--- src/rtl/gpio_pkg.sv ---
// gpio_pkg: pin mode encodings and limits shared by the GPIO register block and pad frontend.
package gpio_pkg;
  typedef enum logic [1:0] {
    GPIO_MODE_HIZ = 2'b00,
    GPIO_MODE_OUT = 2'b01,
    GPIO_MODE_IN  = 2'b10,
    GPIO_MODE_RSV = 2'b11
  } gpio_mode_e;
  localparam int GPIO_MAX_IO = 16;
endpackage

--- src/rtl/gpio_debounce.sv ---
// gpio_debounce: one pin's two-flop synchronizer, debounce filter and edge detect.
// GPIO_PAD_DEBOUNCE_EN selects the filtered path; otherwise the synchronizer output is used directly.
module gpio_debounce #(
  parameter int DEBOUNCE_CYCLES = 16
) (
  input  logic clk,
  input  logic rstn,
  input  logic pad_i,
  output logic stable_o,
  output logic rise_o,
  output logic fall_o
);
  logic s1_q, s2_q, prev_q;
  if (DEBOUNCE_CYCLES < 2) begin : g_bad_cfg
    $error("gpio_debounce: DEBOUNCE_CYCLES must be >= 2");
  end
  always_ff @(posedge clk) begin
    if (!rstn) begin
      s1_q   <= 1'b0;
      s2_q   <= 1'b0;
      prev_q <= 1'b0;
    end else begin
      s1_q   <= pad_i;
      s2_q   <= s1_q;
      prev_q <= stable_o;
    end
  end
`ifdef GPIO_PAD_DEBOUNCE_EN
  localparam int CW = $clog2(DEBOUNCE_CYCLES);
  localparam logic [CW-1:0] CNT_MAX = CW'(DEBOUNCE_CYCLES - 1);
  logic          stable_q, stable_d;
  logic [CW-1:0] cnt_q, cnt_d;
  // Count only while the synchronized input disagrees; any agreement restarts the window.
  always_comb begin
    stable_d = (s2_q != stable_q && cnt_q == CNT_MAX) ? s2_q : stable_q;
    cnt_d    = (s2_q == stable_q || cnt_q == CNT_MAX) ? '0 : cnt_q + CW'(1);
  end
  always_ff @(posedge clk) begin
    if (!rstn) begin
      stable_q <= 1'b0;
      cnt_q    <= '0;
    end else begin
      stable_q <= stable_d;
      cnt_q    <= cnt_d;
    end
  end
  assign stable_o = stable_q;
`else
  assign stable_o = s2_q;
`endif
  assign rise_o = stable_o & ~prev_q;
  assign fall_o = ~stable_o & prev_q;
endmodule

--- src/rtl/gpio_pad_frontend.sv ---
// gpio_pad_frontend: pad-side mode decode, registered outputs, filtered inputs and sticky edge interrupts.
// Input filtering is chosen by GPIO_PAD_DEBOUNCE_EN (see gpio_debounce).
module gpio_pad_frontend
  import gpio_pkg::*;
#(
  parameter int NUM_IO          = 2,
  parameter int DEBOUNCE_CYCLES = 16
) (
  input  logic              clk,
  input  logic              rstn,
  input  logic [31:0]       reg_ctrl_i,
  input  logic [31:0]       reg_data_i,
  input  logic [NUM_IO-1:0] pad_in_i,
  output logic [NUM_IO-1:0] pad_out_o,
  output logic [NUM_IO-1:0] pad_oe_o,
  output logic [NUM_IO-1:0] io_pin_o,
  input  logic [NUM_IO-1:0] irq_rise_en_i,
  input  logic [NUM_IO-1:0] irq_fall_en_i,
  input  logic [NUM_IO-1:0] irq_clr_i,
  output logic [NUM_IO-1:0] irq_pend_o,
  output logic              irq_o
);
  logic [NUM_IO-1:0] oe_q, oe_d, out_q, out_d, pend_q, pend_d;
  logic [NUM_IO-1:0] stable, rise, fall, irq_set;
  logic              unused_hi_bits;
  if (NUM_IO < 1 || NUM_IO > GPIO_MAX_IO) begin : g_bad_cfg
    $error("gpio_pad_frontend: NUM_IO must be 1..GPIO_MAX_IO");
  end
  for (genvar i = 0; i < NUM_IO; i++) begin : g_pin
    gpio_mode_e mode;
    assign mode       = gpio_mode_e'(reg_ctrl_i[2*i +: 2]);
    assign oe_d[i]    = mode == GPIO_MODE_OUT;
    assign out_d[i]   = oe_d[i] & reg_data_i[i];
    assign irq_set[i] = mode == GPIO_MODE_IN &&
                        ((rise[i] & irq_rise_en_i[i]) | (fall[i] & irq_fall_en_i[i]));
    gpio_debounce #(.DEBOUNCE_CYCLES(DEBOUNCE_CYCLES)) u_debounce (
      .clk      (clk),
      .rstn     (rstn),
      .pad_i    (pad_in_i[i]),
      .stable_o (stable[i]),
      .rise_o   (rise[i]),
      .fall_o   (fall[i])
    );
  end
  // A new edge outranks a simultaneous clear so no event is lost.
  assign pend_d = (pend_q & ~irq_clr_i) | irq_set;
  always_ff @(posedge clk) begin
    if (!rstn) begin
      oe_q   <= '0;
      out_q  <= '0;
      pend_q <= '0;
    end else begin
      oe_q   <= oe_d;
      out_q  <= out_d;
      pend_q <= pend_d;
    end
  end
  assign pad_oe_o       = oe_q;
  assign pad_out_o      = out_q;
  assign io_pin_o       = stable;
  assign irq_pend_o     = pend_q;
  assign irq_o          = |pend_q;
  assign unused_hi_bits = ^{reg_ctrl_i, reg_data_i};
endmodule

--- config.mk ---
export PLATFORM = sky130hd
export DESIGN_NAME = gpio_pad_frontend
export DESIGN_NICKNAME = d
export VERILOG_FILES = /design/src/rtl/gpio_pkg.sv /design/src/rtl/gpio_debounce.sv /design/src/rtl/gpio_pad_frontend.sv
export SDC_FILE = /design/constraint.sdc
export NUM_CORES = 1
export LEC_CHECK = 0
export ABC_AREA = 1
export ABC_CLOCK_PERIOD_IN_PS = 900
export BUFFER_PORTS_ARGS = -buffer_cell sky130_fd_sc_hd__buf_4
export CAP_MARGIN = 30
export CORE_MARGIN = 5
export CORE_UTILIZATION = 26
export DETAILED_ROUTE_END_ITERATION = 10
export PLACE_DENSITY = 0.77
export SLEW_MARGIN = 20
export SYNTH_ARGS = -nofsm -noshare
export SYNTH_HDL_FRONTEND = slang
export SYNTH_SLANG_ARGS = --single-unit
--- constraint.sdc ---
create_clock -name clk -period 0.9 [get_ports clk]
set_input_delay 0.135 -clock clk [delete_from_list [all_inputs] [get_ports clk]]
set_output_delay 0.135 -clock clk [all_outputs]
set_load 0.01 [all_outputs]
==> impl_metrics.yaml <==
layout:
  syn2layout_area_growth_pct: 57.7
  drive_gt1_share_pct: 54.5
  final_cell_area_um2: 773
  diodes: 0
  ff_latch_area_um2: 245
  multi_input_area_um2: 171
  fillers: 196
  final_nets: 163
timing:
  finalSetupTns_ns: -0.286
  whs_ns: 0.0362
  rsz0062_at_grt: "yes"
  tightest_slew_ns: 0.107
  finalCritPeriodShare_pct: 119
  finClkSkew_ns: 0.00244
  min_period_ns: 1.08
  slew_viol_final: 0
  fin_ws_ns: -0.175
  setup_viol: 3
  fmax_ghz: 0.930
  hold_viol: 0
  relSlewSlack_pct: 92.9
synth:
  syn_inst: 59
  synth_simple_gate_area_share_pct: 31.4
  synth_xor_area_share_pct: 0
  synth_top_area_share_pct: 49.0
  syn_avg_cell_area_um2: 8.31
  synth_mux_area_share_pct: 0
  synth_cell_type_count: 12
  synth_top_family_by_area: "simple AND/OR/NAND/NOR gates"
  synthAdderAreaFrac_pct: 0
  ys_warn_count: 0
  synth_compound_area_share_pct: 3.57
  synthesis.nets: 133
  ys_seq_area_share_pct: 49.0
  yosys.area.top_type: "dfxtp_1"
  ys_ff_latch: 12
  netlist_area_um2: 490
  synth_area_leaders: "dfxtp_1, nand2_1, inv_1"
placement:
  port_buffers: 24
  gp_congestion: 0.658
  dp_slack_ns: 0.103
  placed_cell_area_um2: 679
  dpl.hpwl_um: 713
global_route:
  antenna_found_initial: 0
  grt_max_degree: 10
  grtUsageMet1_pct: 8.56
  grt_remaining_overflow: 0
  grt.met2_usage_pct: 11.2
  gr-usage-all-layers_pct: 7.74
  grt_use_met3_pct: 3.38
  grt_busiest_layer: "met2"
  grt_pass1_vias: 397
  grt_pass1_wl_um: 1490
critical_path:
  crit_buf_inv: 1
  worstPathMaxFanout: 2
  crit_family: "flip-flops"
  reg2reg_depth: 5
  critPathKind: "register to primary output"
  r2r-start: "g_pin[1].u_debounce.stable_o"
  cp-end-kind: "primary output"
  start_kind: "register"
  slowest_stage: "dfxtp_2"
  r2r_end: "irq_pend_o[1]"
  r2r_setup_slack_ns: 0.09
  worstPathRequired_ns: 0.76
  arrival_ns: 0.94
  cp_cell_sequence: "or2_1 > buf_6"
  slowest_delay_ns: 0.32
min_path:
  whs_path_depth: 3
  hold_path_class: "input port to register"
  worstHoldStart: "pad_in_i[0]"
  holdPathEnd: "g_pin[0].u_debounce.s1_q"
floorplan:
  die_h_um: 53.4
  initial_core_util_pct: 27.8
  ios: 83
  core_um2: 1760
  dieArea_um2: 2850
  fp.dieW_um: 53.4
  rows: 15
clock_tree:
  insertion_delay_ns: 0.27
  cts_tree: "built"
  cts_buffer_depth: 2
  cts_buffers: 3
  clkTransAtPathRegs_ns: 0.08
  root_buffer: "clkbuf_4"
  h-tree-depth: 1
  cts.sinks: 12
route:
  dr.pass1.iters: 2
  drcViolationCount: 0
  first_iter_violations: 2
  avgViaCountPerCell: 3.72
  wl_um: 939
  drt-wirelength-per-cell_um: 8.31
  vias: 420
  postRouteAntennaNets: 0
outcome:
  violations: "setup timing"
  status: "complete, but fails checks"
run:
  cap_viol_max_count: 0
power_and_ir_drop:
  p_leak_nw: 0.411
  ir_worst_vdd_mv: 0.883
  p_per_area_nw_per_um2: 1470
## cell families after synthesis
logic type | Yosys count
compound gates | 2
buf+inv | 18
flops | 12
simple gates | 27
## registers in the layout, indices dropped and copies added (netlist names)
register                   cells
irq_pend_o                     2
pad_out_o                      2
g_pin.u_debounce.s1_q          2
g_pin.u_debounce.prev_q        2
pad_oe_o                       2
g_pin.u_debounce.stable_o      2
## what timing repair did
action	CTS	global route
setup endpoints to repair	4	5
hold buffers	0	0
buffers inserted	2	2
gates resized for setup	8	2
pin swaps	1	0
cloned	0	0
hold endpoints to repair	0	0
## synthesized netlist by cell type, drive strengths merged
cell and number:
nand2 18, inv 15, dfxtp 12, nor2 4, buf 3, a21oi 2
nand3 2, nor3b 2, or2 1
## cell type report
class                           instances  area share (%)
Timing Repair Buffer                   28            30.1
Clock buffer                            4            4.69
Tap cell                               25            4.05
Sequential cell                        12            31.7
Multi-Input combinational cell         29            22.2
Inverter                               15            7.28
## stage by stage
stage,cells,utilization (%),power [mW]
finish,113,43.8,1.13
global route,113,43.8,1.20
CTS,111,42.6,1.16
detailed placement,105,38.5,0.705
global placement,105,38.5,0.701
floorplan,59,-,0.630
## metal layers
layer	up-vias	wire length (µm)
met5	-	0
met2	21	431
li1	223	-
met3	2	85
met1	174	403
met4	0	19
## report_power, final
| part | switching [mW] | total [mW] | internal, mW | leakage [nW] |
|---|---|---|---|---|
| Sequential | 0.00747 | 0.557 | 0.550 | 0.100 |
| Combinational | 0.0601 | 0.146 | 0.0856 | 0.290 |
| Clock | 0.185 | 0.431 | 0.246 | 0.0210 |
| Total | 0.252 | 1.13 | 0.881 | 0.411 |
## how the worst max path moves through the flow
stage	end	from	cells after the start	slack, ns
3_3_place_gp	irq_o	irq_pend_o[1]	2	0.12
5_1_grt	irq_o	irq_pend_o[0]	2	-0.22
3_5_place_dp	irq_o	irq_pend_o[1]	2	0.10
2_1_floorplan	irq_o	irq_pend_o[1]	1	0.18
4_1_cts	irq_o	irq_pend_o[0]	2	-0.19
6_report	irq_o	irq_pend_o[0]	2	-0.18
## tightest hold or removal path, stage by stage
cell and delay [ns]:
buf_4 0.07, nand2_1 0.04, inv_1 0.04
## layout by cell type, fill, tap and decap left out
| cell | n |
|---|---|
| buf_4 | 22 |
| nor3b_2 | 2 |
| nor2_1 | 2 |
| dfxtp_2 | 4 |
| inv_1 | 13 |
| nand2_1 | 16 |
| nor2_4 | 2 |
| nand3_2 | 2 |
| nand2_2 | 2 |
| or2_1 | 1 |
| inv_2 | 2 |
| dfxtp_1 | 8 |
| clkbuf_8 | 1 |
| a21oi_2 | 2 |
| clkbuf_4 | 3 |
| buf_6 | 6 |
Power figures use the tool's default switching activity.
